<file path="config.mk">
export PLATFORM = sky130hd
export DESIGN_NAME = delay_measure_ctrl
export DESIGN_NICKNAME = d
export VERILOG_FILES = /design/src/rtl/delay_measure_ctrl.sv
export SDC_FILE = /design/constraint.sdc
export NUM_CORES = 1
export LEC_CHECK = 0
export ABC_AREA = 1
export BUFFER_PORTS_ARGS = -buffer_cell sky130_fd_sc_hd__buf_2
export CORE_MARGIN = 10
export CORE_UTILIZATION = 40
export DETAILED_ROUTE_END_ITERATION = 6
export PLACE_DENSITY = 0.69
export RECOVER_POWER = 25
export SLEW_MARGIN = 20
export SYNTH_ARGS = -nofsm -noshare
export SYNTH_HDL_FRONTEND = slang
export SYNTH_SLANG_ARGS = --single-unit
</file>
<file path="constraint.sdc">
create_clock -name clk -period 2.4 [get_ports clk]
set_clock_uncertainty 0.15 [all_clocks]
set_input_delay 0.48 -clock clk [delete_from_list [all_inputs] [get_ports clk]]
set_output_delay 0.48 -clock clk [all_outputs]
set_load 0.005 [all_outputs]
</file>
<file path="src/rtl/delay_measure_ctrl.sv">
// rtl/delay_measure_ctrl.sv - round-trip edge delay measurement controller with sum/min/max accumulation
module delay_measure_ctrl #(
  parameter int CNT_W       = 32,
  parameter int SYNC_STAGES = 2,
  parameter int SETTLE_CYC  = 16,
  parameter int TIMEOUT_CYC = 4096,
  parameter int INVERT      = 0
) (
  input  logic             clk,
  input  logic             rst_n,
  input  logic             start,
  input  logic [7:0]       num_trials,
  output logic             path_in,
  input  logic             path_out,
  output logic             busy,
  output logic             done,
  output logic             timeout,
  output logic             err,
  output logic [7:0]       trial_cnt,
  output logic [CNT_W-1:0] last_delay,
  output logic [CNT_W-1:0] min_delay,
  output logic [CNT_W-1:0] max_delay,
  output logic [CNT_W+7:0] delay_sum
);

  localparam logic [2:0] S_IDLE    = 3'd0;
  localparam logic [2:0] S_SETTLE  = 3'd1;
  localparam logic [2:0] S_LAUNCH  = 3'd2;
  localparam logic [2:0] S_MEASURE = 3'd3;
  localparam logic [2:0] S_RECORD  = 3'd4;
  localparam logic [2:0] S_DONE    = 3'd5;

  localparam int   SW      = $clog2(SETTLE_CYC + 1);
  localparam logic INV_BIT = (INVERT != 0);

  logic [2:0]             state;
  logic [SYNC_STAGES-1:0] sync_r;
  logic                   sync_q;
  logic                   expected;
  logic [SW-1:0]          settle_cnt;
  logic [CNT_W-1:0]       cnt;
  logic [7:0]             trials_lat;

  assign sync_q   = sync_r[SYNC_STAGES-1];
  // Level the returned signal must show once the path has caught up with path_in.
  assign expected = path_in ^ INV_BIT;
  assign busy     = (state != S_IDLE);
  assign done     = (state == S_DONE);

  // Synchronizer chain for the asynchronous path return.
  always_ff @(posedge clk or negedge rst_n) begin
    if (!rst_n) begin
      sync_r <= '0;
    end else begin
      sync_r <= {sync_r[SYNC_STAGES-2:0], path_out};
    end
  end

  // Measurement sequencer: settle, launch an edge, count until it returns, accumulate.
  always_ff @(posedge clk or negedge rst_n) begin
    if (!rst_n) begin
      state      <= S_IDLE;
      path_in    <= 1'b0;
      timeout    <= 1'b0;
      err        <= 1'b0;
      trial_cnt  <= '0;
      last_delay <= '0;
      min_delay  <= '1;
      max_delay  <= '0;
      delay_sum  <= '0;
      settle_cnt <= '0;
      cnt        <= '0;
      trials_lat <= '0;
    end else begin
      case (state)
        S_IDLE: begin
          if (start) begin
            trials_lat <= num_trials;
            trial_cnt  <= '0;
            last_delay <= '0;
            min_delay  <= '1;
            max_delay  <= '0;
            delay_sum  <= '0;
            timeout    <= 1'b0;
            err        <= 1'b0;
            settle_cnt <= '0;
            state      <= (num_trials == 8'd0) ? S_DONE : S_SETTLE;
          end
        end
        S_SETTLE: begin
          if (settle_cnt == SW'(SETTLE_CYC - 1)) begin
            settle_cnt <= '0;
            if (sync_q == expected) begin
              state <= S_LAUNCH;
            end else begin
              err   <= 1'b1;
              state <= S_DONE;
            end
          end else begin
            settle_cnt <= settle_cnt + 1'b1;
          end
        end
        S_LAUNCH: begin
          // The counter reads 1 in the first MEASURE cycle after the edge leaves.
          path_in <= ~path_in;
          cnt     <= CNT_W'(1);
          state   <= S_MEASURE;
        end
        S_MEASURE: begin
          // Detection wins over timeout when both occur on the same cycle.
          if (sync_q == expected) begin
            state <= S_RECORD;
          end else if (cnt == CNT_W'(TIMEOUT_CYC)) begin
            timeout <= 1'b1;
            state   <= S_DONE;
          end else begin
            cnt <= cnt + 1'b1;
          end
        end
        S_RECORD: begin
          last_delay <= cnt;
          delay_sum  <= delay_sum + {8'd0, cnt};
          if (cnt < min_delay) min_delay <= cnt;
          if (cnt > max_delay) max_delay <= cnt;
          trial_cnt  <= trial_cnt + 8'd1;
          state      <= (trial_cnt + 8'd1 == trials_lat) ? S_DONE : S_SETTLE;
        end
        S_DONE: begin
          state <= S_IDLE;
        end
        default: begin
          state <= S_IDLE;
        end
      endcase
    end
  end

endmodule

</file>
== Word level (Yosys, flattened, before mapping) ==
Cells that the tools add are included.
Word-level totals
  word-level logic and storage cells: 86
  bits in writable memories: 0
  output and inout port bits: 149
  input bits: 12
  flip-flop bits (word level): 197
  memories kept: 0
  bits in latches: 0
  ROM bits: 0
Operators by class
  multiply operators: 0
  reduce and logical (&&, ||, !) cells: 16
  eq/ne operators: 18
  div/mod/pow operators: 0
  shift-type cells: 0
  $add $sub $neg: 4
  bitwise gates (word level): 1
  multiplexer cells: 32
  magnitude comparators: 2
Operators by type and width (count)
  $pmux W32 S2: 4
  $mux W32: 6
  $pmux W40 S2: 1
  $add A40 B32 Y40: 1
  $mux W40: 1
  $add A32 B1 Y32 const B: 1
  $eq A32 B13 Y1 const B: 1
  $gt A32 B32 Y1: 1
  $lt A32 B32 Y1: 1
  $mux W3: 7
  $ne A2 B2 Y1 const B: 8
  $pmux W8 S2: 1
  $pmux W3 S5: 1
  $reduce_and A3 Y1: 4
  $mux W5: 2
  $pmux W5 S2: 1
  $add A8 B1 Y8 const B: 1
  $eq A8 B8 Y1: 1
  $logic_not A8 Y1: 1
  $mux W8: 1
  $reduce_and A4 Y1: 2
  $reduce_bool A2 Y1: 4
  $eq A3 B2 Y1 const B: 2
  $eq A3 B3 Y1 const B: 2
  11 further kinds: 18

== Longest topological paths before layout ==
Gate-level depths: netlist of the first run.
  depth after elaboration: 4
  mapped depth: 17
  gate-level depth less buffers: 16

== Worst setup path after synthesis of the first run ==
OpenSTA, ideal clock, no wires.
  path kind: register to register
  start point: register cnt[0]
  end point: register delay_sum[32]
  path slack: 0.226 ns
  cell stages (with the launch flop): 17
  clock period less this slack: 2.174 ns
  buffers on the path: 0
  data arrival time: 1.911 ns
  data required time: 2.137 ns
  setup time: 0.113 ns
  cell sequence: dfrtp_1 -> ha_1 -> fa_1 -> nand2_1 -> nand3_1 -> nand3_1 -> nand2_1 -> nand2_1 -> nand2_1 -> nand2_1 -> nand2_1 -> nand2_1 -> nand2_1 -> nand2_1 -> nand2_1 -> nand2_1 -> inv_1
On the way
  longest elaborated chain between the ends: 2
Ends and longest elaborated chain
  from (decl): line 41  | logic [CNT_W-1:0] cnt;
  from (signal assigned): line 117  | cnt <= cnt + 1'b1;
  $add A40 B32 Y40: line 122  | delay_sum <= delay_sum + {8'd0, cnt};
  $pmux W40 S2: line 75  | case (state)
  to (signal assigned): line 122
  to (decl): line 23  | output logic [CNT_W+7:0] delay_sum
No other way between the ends.
A chain may end at the register's enable or synchronous reset.

== Final worst setup path of the first run ==
  start point: register max_delay[13]
  end point: register max_delay[25]
On the way
  longest elaborated chain between the ends: 3
Ends and longest elaborated chain
  from (decl): line 22  | output logic [CNT_W-1:0] max_delay,
  from (signal assigned): line 124  | if (cnt > max_delay) max_delay <= cnt;
  $gt A32 B32 Y1: line 124
  $ne A2 B2 Y1 (no source line)
  $reduce_and A3 Y1 (no source line)
No other way between the ends.

==> impl_metrics.csv, run 1 <==
group,metric,value,unit
outcome,outcome,"completed",
synth,async_reset_ff_frac,1.00,
synth,synthAdderAreaFrac,0.0953,
placed_design,place_inst,2579,
detailed_routing,ant_nets,0,
setup_path,crit_chain,"inv_2 -> ha_4 -> a21oi_1 -> o21ai_0 -> a21oi_1 -> nand2_2 -> nand2_1 -> nand2_1 -> nand2_2 -> nand2_4 -> clkbuf_16 -> nand2_1 -> nand2_1",
synth,syn_area,13200,sq um
timing,min_period,2400,ps
layout,nNetsFinal,2300,
setup_path,reg2reg_slack,2,ps
setup_path,r2r_cells,13,
synth,synthFlopType,"dfrtp_1",
synth,yosysWarnings,0,
floorplan,pin_count,161,
setup_path,start_kind,"register",
layout,final_core_util,0.535,
min_path,hold_path.class,"in -> reg",
setup_path,cp_slowest_cell,"dfrtp_1",
power_and_ir_drop,vdd.ir_drop.worst,563,uV
power_and_ir_drop,p_leak,9.02,nW
floorplan,die_h,202,um
floorplan,initial_core_util,0.406,
layout,layout_commonest_cell,"nand2_1",
detailed_routing,drcViolationCount,0,
synth,ys_types,48,
placed_design,gp_congestion,0.984,
placed_design,io_buffer_count,160,
min_path,worstHoldStart,"num_trials[1]",
timing,fmax,0.417,GHz
timing,rsz0062_at_grt,"true",
min_path,holdPathStages,3,
synth,synth_top_family_by_area,"simple AND/OR/NAND/NOR gates",
floorplan,rows,66,
clocking,htreeDepth,4,
placed_design,pre_cts_ws,-300,ps
synth,synth_compound_area_frac,0.0995,
clocking,cts_sinks,197,
clocking,path_clk_slew,80,ps
floorplan,core_area,32500,sq um
setup_path,path_delay_family,"compound AO/OA/AOI/OAI gates",
layout,final_cell_count_no_fill,2644,
setup_path,cp.arrival,2590,ps
setup_path,rr_endpoint,"max_delay[25]",
layout,drive_above_1_share,0.270,
global_route,grt_max_degree,94,
placed_design,dp_hpwl,36200,um
clocking,numCtsBuffers,17,
power_and_ir_drop,total_power,0.0121,W
global_route,grt_usage,0.227,
timing,maxSlewHeadroom,0.237,
detailed_routing,vias,13800,
detailed_routing,wl_per_cell,18.5,um
synth,synthMuxAreaShare,0,
synth,synth-edff-count,0,
power_and_ir_drop,powerDensity,695,nW/um^2
global_route,grt_overflow,0,
synth,netlist_instances,1879,
detailed_routing,drt-initial-drc-count,1005,
setup_path,path_max_fanout,8,
detailed_routing,wl,49000,um
timing,fin_ws,2.28,ps
timing,hold_viol,0,
detailed_routing,dr.pass1.iters,6,
synth,synth-seq-cells,197,
setup_path,timing_worst_setup_path_type,"reg -> reg",
global_route,grt_pass1_vias,13300,
layout,area_growth,31.8,%
setup_path,cpPeakStageDelay,390,ps
clocking,clockBufferDepth,2,
synth,yosysSeqAreaShare,0.376,
synth,synth_area_per_cell,7.03,sq um
clocking,root_buffer,"clkbuf_16",
timing,report.final.slew_viol_count,0,
global_route,grt_pass1_wl,73800,um
timing,finalSetupTns,0,ps
layout,mostFrequentLayoutCells,"584 x nand2_1, 189 x inv_1, 168 x nor2_1",
setup_path,cp-end-kind,"register",
min_path,hold_path_end,"trials_lat[1]",
clocking,cts_tree,"done",
synth,syn_nets,1991,
global_route,antenna_found_initial,1,
timing,setup_viol,0,
setup_path,crit_buf_inv,2,
detailed_routing,vias_per_cell,5.23,
setup_path,reg2reg_from,"max_delay[13]",
setup_path,cpMostUsedCell,"nand2_1",
timing,tightestPinTransition,1140,ps
setup_path,required,2590,ps
setup_path,critical_path_depth,13,
synth,synth_xor_area_frac,0.0272,
synth,synthSimpleGateAreaFrac,0.321,
floorplan,die_area,40700,sq um
timing,period_share,0.999,
flow_run,cap_violations,0,
floorplan,die_w,202,um
clocking,clk_latency,460,ps
report_power, final:
part | internal, W | switching, W | leakage (nW)
sequential | 0.00405 | 0.000525 | 2.57
combinational | 0.00175 | 0.00269 | 6.16
clock | 0.00159 | 0.00150 | 0.294
tightest hold or removal path, stage by stage:
cell and delay [ps]:
buf_2 90, nand2_1 40, nand2_1 50
Yosys cell counts, types with 4 or more instances:
cell type | count | area [sq um]
ha_1 | 99 | 1240
o21ai_2 | 7 | 61.3
o21ai_1 | 23 | 115
a21o_1 | 4 | 30.0
clkbuf_1 | 27 | 101
o21bai_1 | 4 | 30.0
dfrtp_1 | 165 | 4130
dfstp_2 | 32 | 841
a21oi_1 | 88 | 440
nand3b_1 | 5 | 37.5
nor3_1 | 29 | 145
nand2_1 | 624 | 2340
xor2_1 | 35 | 307
o22ai_1 | 6 | 37.5
nand4_1 | 28 | 175
buf_2 | 16 | 80.1
xnor2_1 | 6 | 52.6
inv_1 | 194 | 728
buf_6 | 4 | 45.0
nand2_2 | 4 | 25.0
nor4_1 | 5 | 31.3
clkinv_1 | 5 | 18.8
nand3_1 | 128 | 641
o21ai_0 | 96 | 480
inv_2 | 14 | 52.6
nor2_1 | 193 | 724
stage by stage:
step                      hold slack (ps)  area (sq um)
after floorplan                      34.4         13200
after global placement                189         15600
after detailed placement              201         15600
after CTS                            64.5         16300
after global routing                 99.4         17400
final                                87.3         17400
registers in the layout, summed over array words and instances, names as in the netlist:
| name | flops |
|---|---|
| cnt | 32 |
| delay_sum | 40 |
| err | 1 |
| last_delay | 32 |
| max_delay | 32 |
| min_delay | 32 |
| path_in | 1 |
| settle_cnt | 5 |
| state | 3 |
| sync_r | 2 |
| timeout | 1 |
| trial_cnt | 8 |
| trials_lat | 8 |
logic make-up (layout without fill, tap and decap cells):
family / count (synthesis) / after routing
AOI/OAI and AO/OA: 243 / 243
xor gates and xnor gates: 41 / 41
adders and majority gates: 100 / 100
buffers and inverters: 268 / 590
DFF: 197 / 197
other: 0 / 1
and+or+nand+nor: 1030 / 1030
what timing repair did:
| item | 4_1_cts | 5_1_grt |
|---|---|---|
| setup buffers | 0 | 24 |
| hold endpoints to repair | 31 | 0 |
| cloned | 0 | 6 |
| pin swaps | 0 | 31 |
| hold buffers | 2 | 0 |
| setup endpoints to repair | 73 | 134 |
| gates resized for setup | 13 | 179 |
how the worst max path moves through the flow:
stage               slack [ps]           from       endpoint
floorplan                  230         cnt[0]  delay_sum[32]
global placement          -290  delay_sum[18]  delay_sum[23]
detailed placement        -300  delay_sum[18]  delay_sum[23]
CTS                          5         cnt[9]  delay_sum[12]
global route               -60        cnt[13]  delay_sum[35]
finish                       2  max_delay[13]  max_delay[25]
per-layer routing:
layer  track usage  vias up  part of all wire
li1              -     6684                 -
met1         0.301     6620              0.44
met2         0.374      443              0.48
met3        0.0357       80             0.053
met4        0.0626        0             0.026
met5             0        -                 0
area by class of cell:
| class | instances | area (sq um) |
|---|---|---|
| fill | 3234 | 15100 |
| multi-input combinational | 1414 | 8000 |
| sequential | 197 | 5000 |
| timing repair buffer | 343 | 2440 |
| inverter | 215 | 813 |
| tap | 442 | 553 |
| clock buffer | 17 | 425 |
| clock inverter | 15 | 189 |
| antenna | 1 | 2.50 |
Note: power is estimated with default switching activity, not from simulation.
==> run 2: changes to the inputs <==
--- a/config.mk
+++ b/config.mk
@@ -12,7 +12,9 @@
 export DETAILED_ROUTE_END_ITERATION = 6
 export PLACE_DENSITY = 0.69
 export RECOVER_POWER = 25
+export SETUP_SLACK_MARGIN = 0.3
 export SLEW_MARGIN = 20
 export SYNTH_ARGS = -nofsm -noshare
 export SYNTH_HDL_FRONTEND = slang
 export SYNTH_SLANG_ARGS = --single-unit
+export TNS_END_PERCENT = 10
==> run 2 against run 1 <==
  * The run now ends with capacitance limit, slew limit left
  * First-iteration DRC count grew 7.8%
  * Utilization increased by 2.7 points
  * Critical path depth is 1 higher
  * Largest cell class unchanged
  * Largest power group is now combinational logic
==> impl_metrics.csv, run 2 (synthesized netlist as in run 1, its figures left out) <==
group,metric,value,unit
outcome,outcome,"finished, violations left",
outcome,violations,"capacitance limit, slew limit",
layout,drive_above_1_share,0.333,
detailed_routing,dr.pass1.iters,6,
layout,antenna_cells,0,
timing,fmax,0.419,GHz
detailed_routing,ant_nets,0,
layout,num-fill-cells,3059,
setup_path,start_kind,"register",
clocking,root_buffer,"clkbuf_16",
placed_design,dp_hpwl,37800,um
floorplan,core_area,32500,sq um
clocking,clk_latency,470,ps
power_and_ir_drop,p_leak,9.27,nW
setup_path,crit_chain,"buf_4 -> buf_4 -> ha_1 -> nand2_2 -> o21ai_0 -> nand2_1 -> nand3_1 -> a21oi_2 -> nand3_4 -> nand2_4 -> buf_6 -> clkbuf_16 -> nand2_2 -> nand2_1",
layout,mostFrequentLayoutCells,"544 x nand2_1, 185 x buf_4, 180 x inv_1",
global_route,grt_max_degree,94,
clocking,cts_tree,"done",
setup_path,r2r_cells,14,
clocking,htreeDepth,4,
setup_path,cp_slowest_cell,"dfrtp_2",
setup_path,required,2660,ps
timing,tightestPinTransition,1520,ps
min_path,holdPathStages,3,
floorplan,die_w,202,um
global_route,antenna_found_initial,0,
placed_design,placed_cell_area,15800,sq um
setup_path,timing_worst_setup_path_type,"reg -> reg",
placed_design,io_buffer_count,160,
clocking,path_clk_slew,80,ps
power_and_ir_drop,vdd.ir_drop.worst,568,uV
placed_design,pre_cts_ws,-152,ps
layout,nNetsFinal,2341,
floorplan,die_area,40700,sq um
clocking,numCtsBuffers,17,
timing,setup_viol,0,
layout,largest-register,"delay_sum",
clocking,clockBufferDepth,2,
setup_path,cp-end-kind,"register",
detailed_routing,wl,51900,um
floorplan,initial_core_util,0.406,
timing,period_share,0.995,
flow_run,cap_violations,1,
floorplan,die_h,202,um
floorplan,rows,66,
layout,stdcell_area,18300,sq um
detailed_routing,vias_per_cell,5.27,
placed_design,gp_congestion,0.989,
detailed_routing,drt-initial-drc-count,1083,
global_route,grt_pass1_wl,77300,um
timing,fin_ws,11.5,ps
timing,min_period,2390,ps
min_path,hold_path.class,"in -> reg",
layout,area_growth,38.4,%
placed_design,place_inst,2603,
setup_path,cp.arrival,2650,ps
detailed_routing,drcViolationCount,0,
timing,report.final.slew_viol_count,54,
setup_path,cpPeakStageDelay,440,ps
detailed_routing,wl_per_cell,19.3,um
setup_path,path_max_fanout,8,
global_route,grt_pass1_vias,13700,
timing,maxSlewHeadroom,-0.0150,
clocking,cts_sinks,197,
power_and_ir_drop,powerDensity,683,nW/um^2
layout,layout_commonest_cell,"nand2_1",
timing,rsz0062_at_grt,"true",
timing,hold_viol,0,
global_route,grt_overflow,0,
global_route,grt_usage,0.239,
detailed_routing,vias,14100,
layout,largest_reg_flops,40,
floorplan,pin_count,161,
layout,final_cell_count_no_fill,2684,
run 2: cell count changes in the layout (fill, tap and decap cells not counted), moves of 8 or more:
cell	before	now
o21ai_0	86	72
nand3_1	121	102
buf_6	7	15
a21oi_1	75	62
inv_1	189	180
nand3_2	4	22
nand2_2	36	64
buf_4	157	185
nand2_1	584	544
a21oi_2	13	24
ha_1	66	58
nand2_4	8	21
run 2: worst paths after layout:
check / startpoint / endpoint / slack, ps
setup reg to reg: cnt[18] / min_delay[29] / 10
hold reg to reg: sync_r[0] / sync_r[1] / 210
hold / removal: num_trials[1] / trials_lat[1] / 80
max in group asynchronous: rst_n / min_delay[13] / 200
setup / recovery: cnt[18] / min_delay[29] / 10
min in group asynchronous: rst_n / delay_sum[1] / 790
run 2: power by group:
part / internal, W / switching (W)
Clock: 0.00141 / 0.00155
Sequential: 0.00405 / 0.000520
Combinational: 0.00201 / 0.00294
run 2: per-layer routing:
metal  wire, um  vias up  track usage
li1           -     6761            -
met1      22500     6784        0.318
met2      24700      504        0.391
met3       2930       98       0.0369
met4       1770        0       0.0749
met5          0        -            0
run 2: final cells by class:
class                      instances  area, sq um  area share
clock buffer                      18          439      0.0240
clock inverter                    14          139     0.00759
sequential                       197         5000       0.273
inverter                         215          823      0.0450
tap                              442          553      0.0302
timing repair buffer             383         2810       0.154
multi-input combinational       1415         8530       0.466
run 2: per-stage QoR:
step / utilization / setup TNS [ps] / power, W / hold slack [ps]
after floorplan: - / 0 / 0.00676 / 34.4
after global placement: 0.486 / -490 / 0.00837 / 193
after detailed placement: 0.486 / -637 / 0.00849 / 196
after CTS: 0.521 / 0 / 0.0118 / 74.5
after global routing: 0.562 / -1860 / 0.0132 / 88.0
final: 0.562 / 0 / 0.0125 / 83.6
run 2: repair_timing:
item | 4_1_cts | 5_1_grt
setup endpoints to repair | 165 | 170
hold endpoints to repair | 44 | 0
pin swaps | 11 | 62
setup buffers | 22 | 18
gates resized for setup | 71 | 283
gates cloned | 2 | 5
hold buffers | 2 | 0
run 2: worst max-delay path, delay by kind of cell, from the launching register on:
| family | cells | cell delay [ps] |
|---|---|---|
| adder cells (fa/ha/maj) | 1 | 290 |
| flip-flops | 1 | 440 |
| AND/OR/NAND/NOR | 7 | 570 |
| buffers and inverters | 4 | 600 |
| AO/OA/AOI/OAI | 2 | 290 |
==> run 3: changes to the inputs <==
--- a/config.mk
+++ b/config.mk
@@ -6,7 +6,7 @@
 export NUM_CORES = 1
 export LEC_CHECK = 0
 export ABC_AREA = 1
-export BUFFER_PORTS_ARGS = -buffer_cell sky130_fd_sc_hd__buf_2
+export BUFFER_PORTS_ARGS = -buffer_cell sky130_fd_sc_hd__buf_4
 export CORE_MARGIN = 10
 export CORE_UTILIZATION = 40
 export DETAILED_ROUTE_END_ITERATION = 6
==> run 3 against run 2 <==
  * The run ends with setup timing left
  * Worst hold slack worse by 6.7 ps
  * Combinational power up 11%
  * Sequential power about the same
  * Register-to-register slack got worse by 70 ps
  * Critical path depth down 1
  * Worst setup slack got worse by 69 ps
  * Utilization up 0.87 points
  * Global-route usage is 0.51 points higher
  * Largest power group unchanged
==> impl_metrics.csv, run 3 (synthesized netlist as in run 1, its figures left out) <==
group,metric,value,unit
outcome,outcome,"finished, violations left",
outcome,violations,"setup timing",
clocking,root_buffer,"clkbuf_16",
timing,maxSlewHeadroom,0.191,
clocking,path_clk_slew,90,ps
timing,rsz0062_at_grt,"true",
layout,final_cell_count_no_fill,2657,
setup_path,cp-end-kind,"register",
setup_path,required,2670,ps
floorplan,die_w,202,um
layout,mostFrequentLayoutCells,"539 x nand2_1, 307 x buf_4, 184 x inv_1",
power_and_ir_drop,powerDensity,708,nW/um^2
detailed_routing,vias_per_cell,5.27,
detailed_routing,dr.pass1.iters,7,
floorplan,die_area,40700,sq um
layout,stdcell_area,18600,sq um
detailed_routing,wl,50900,um
detailed_routing,ant_nets,0,
timing,hold_viol,0,
setup_path,timing_worst_setup_path_type,"reg -> reg",
setup_path,start_kind,"register",
layout,layout_commonest_cell,"nand2_1",
clocking,htreeDepth,4,
min_path,hold_path.class,"in -> reg",
detailed_routing,drt-initial-drc-count,1182,
layout,drive_above_1_share,0.314,
setup_path,cpPeakStageDelay,470,ps
power_and_ir_drop,switching_power,0.00518,W
power_and_ir_drop,internal-power,0.00798,W
floorplan,core_area,32500,sq um
power_and_ir_drop,combinationalPowerShare,0.419,
layout,largest_reg_flops,40,
timing,setup_viol,31,
layout,num-fill-cells,3055,
layout,largest-register,"delay_sum",
floorplan,initial_core_util,0.406,
power_and_ir_drop,p_seq_frac,0.347,
placed_design,placed_cell_area,15900,sq um
global_route,grt_overflow,0,
timing,period_share,1.02,
timing,fin_ws,-57.2,ps
layout,antenna_cells,0,
layout,nNetsFinal,2314,
detailed_routing,wl_per_cell,19.2,um
clocking,numCtsBuffers,17,
power_and_ir_drop,vdd.ir_drop.worst,533,uV
setup_path,cp.arrival,2720,ps
detailed_routing,vias,14000,
global_route,grt_pass1_wl,79000,um
floorplan,rows,66,
global_route,grt_max_degree,65,
power_and_ir_drop,p_leak,9.33,nW
setup_path,crit_chain,"ha_1 -> nand2_1 -> nor2_4 -> nand2_1 -> nor4_2 -> buf_4 -> a21oi_4 -> nand2_4 -> buf_6 -> buf_6 -> buf_6 -> nand3_2 -> nand2_1",
placed_design,io_buffer_count,160,
global_route,grt_usage,0.244,
clocking,clockBufferDepth,2,
flow_run,cap_violations,0,
detailed_routing,drcViolationCount,0,
placed_design,gp_congestion,0.939,
global_route,antenna_found_initial,0,
timing,min_period,2460,ps
global_route,grt_pass1_vias,14100,
clocking,clk_latency,470,ps
timing,tightestPinTransition,1210,ps
placed_design,place_inst,2567,
timing,fin_hold_ws,76.9,ps
setup_path,cp_slowest_cell,"dfrtp_2",
power_and_ir_drop,p_clk_frac,0.234,
floorplan,die_h,202,um
clocking,cts_sinks,197,
power_and_ir_drop,netSwitchingFraction,0.394,
placed_design,dp_hpwl,37300,um
setup_path,path_max_fanout,6,
layout,area_growth,40.6,%
floorplan,pin_count,161,
timing,report.final.slew_viol_count,0,
timing,fmax,0.407,GHz
clocking,cts_tree,"done",
==> run 3: path summary, 6_finish.rpt <==
| path | depth (start not counted) | slack, ps | end | start |
|---|---|---|---|---|
| hold reg to reg | 0 | 210 | sync_r[1] | sync_r[0] |
| hold / removal | 3 | 80 | trials_lat[0] | num_trials[0] |
| min in group asynchronous | 2 | 660 | delay_sum[11] | rst_n |
| setup / recovery | 13 | -60 | max_delay[27] | cnt[14] |
| setup reg to reg | 13 | -60 | max_delay[27] | cnt[14] |
| max in group asynchronous | 3 | 250 | max_delay[9] | rst_n |
==> run 3: routing by layer <==
metal / up-vias / wire length, um / share of wire / global-route usage
li1: 6716 / - / - / -
met1: 6722 / 22000 / 0.43 / 0.311
met2: 460 / 24500 / 0.48 / 0.410
met3: 93 / 2800 / 0.055 / 0.0431
met4: 0 / 1640 / 0.032 / 0.0835
met5: - / 0 / 0 / 0
==> run 3: power groups by stage <==
| stage | logic, W | clock network, W | registers (W) |
|---|---|---|---|
| global route | 0.00599 | 0.00325 | 0.00462 |
| finish | 0.00551 | 0.00308 | 0.00457 |
| floorplan | 0.00226 | 0 | 0.00450 |
| detailed placement | 0.00408 | 0 | 0.00466 |
| global placement | 0.00392 | 0 | 0.00465 |
| CTS | 0.00501 | 0.00313 | 0.00454 |
==> run 3: metrics by stage <==
step | setup slack [ps] | TNS (ps) | utilization | total power, W
global placement | -96.1 | -291 | 0.488 | 0.00857
global route | -83.5 | -3390 | 0.571 | 0.0139
detailed placement | -97.9 | -1830 | 0.489 | 0.00874
floorplan | 311 | 0 | - | 0.00676
finish | -57.2 | -765 | 0.571 | 0.0132
CTS | 77.3 | 0 | 0.546 | 0.0127
==> run 3: critical path, delay by kind of cell (launching register included) <==
family | cells | cell delay, ps
simple gates | 7 | 900
buf+inv | 4 | 550
flops | 1 | 470
fa+ha+maj | 1 | 290
compound gates | 1 | 50
==> run 3: area by class of cell <==
type	instances	area, sq um	share of cell area
timing repair buffer	357	3140	0.169
tap	442	553	0.0298
clock inverter	15	206	0.0111
inverter	215	837	0.0451
clock buffer	17	425	0.0229
sequential	197	5000	0.269
multi-input combinational	1414	8410	0.453
==> run 3: what timing repair did <==
item,4_1_cts,5_1_grt
setup buffers,38,8
endpoints found under the setup margin,136,169
cloned,9,1
pin swaps,47,52
hold buffers,2,0
gates resized for setup,152,192
hold endpoints to repair,27,0
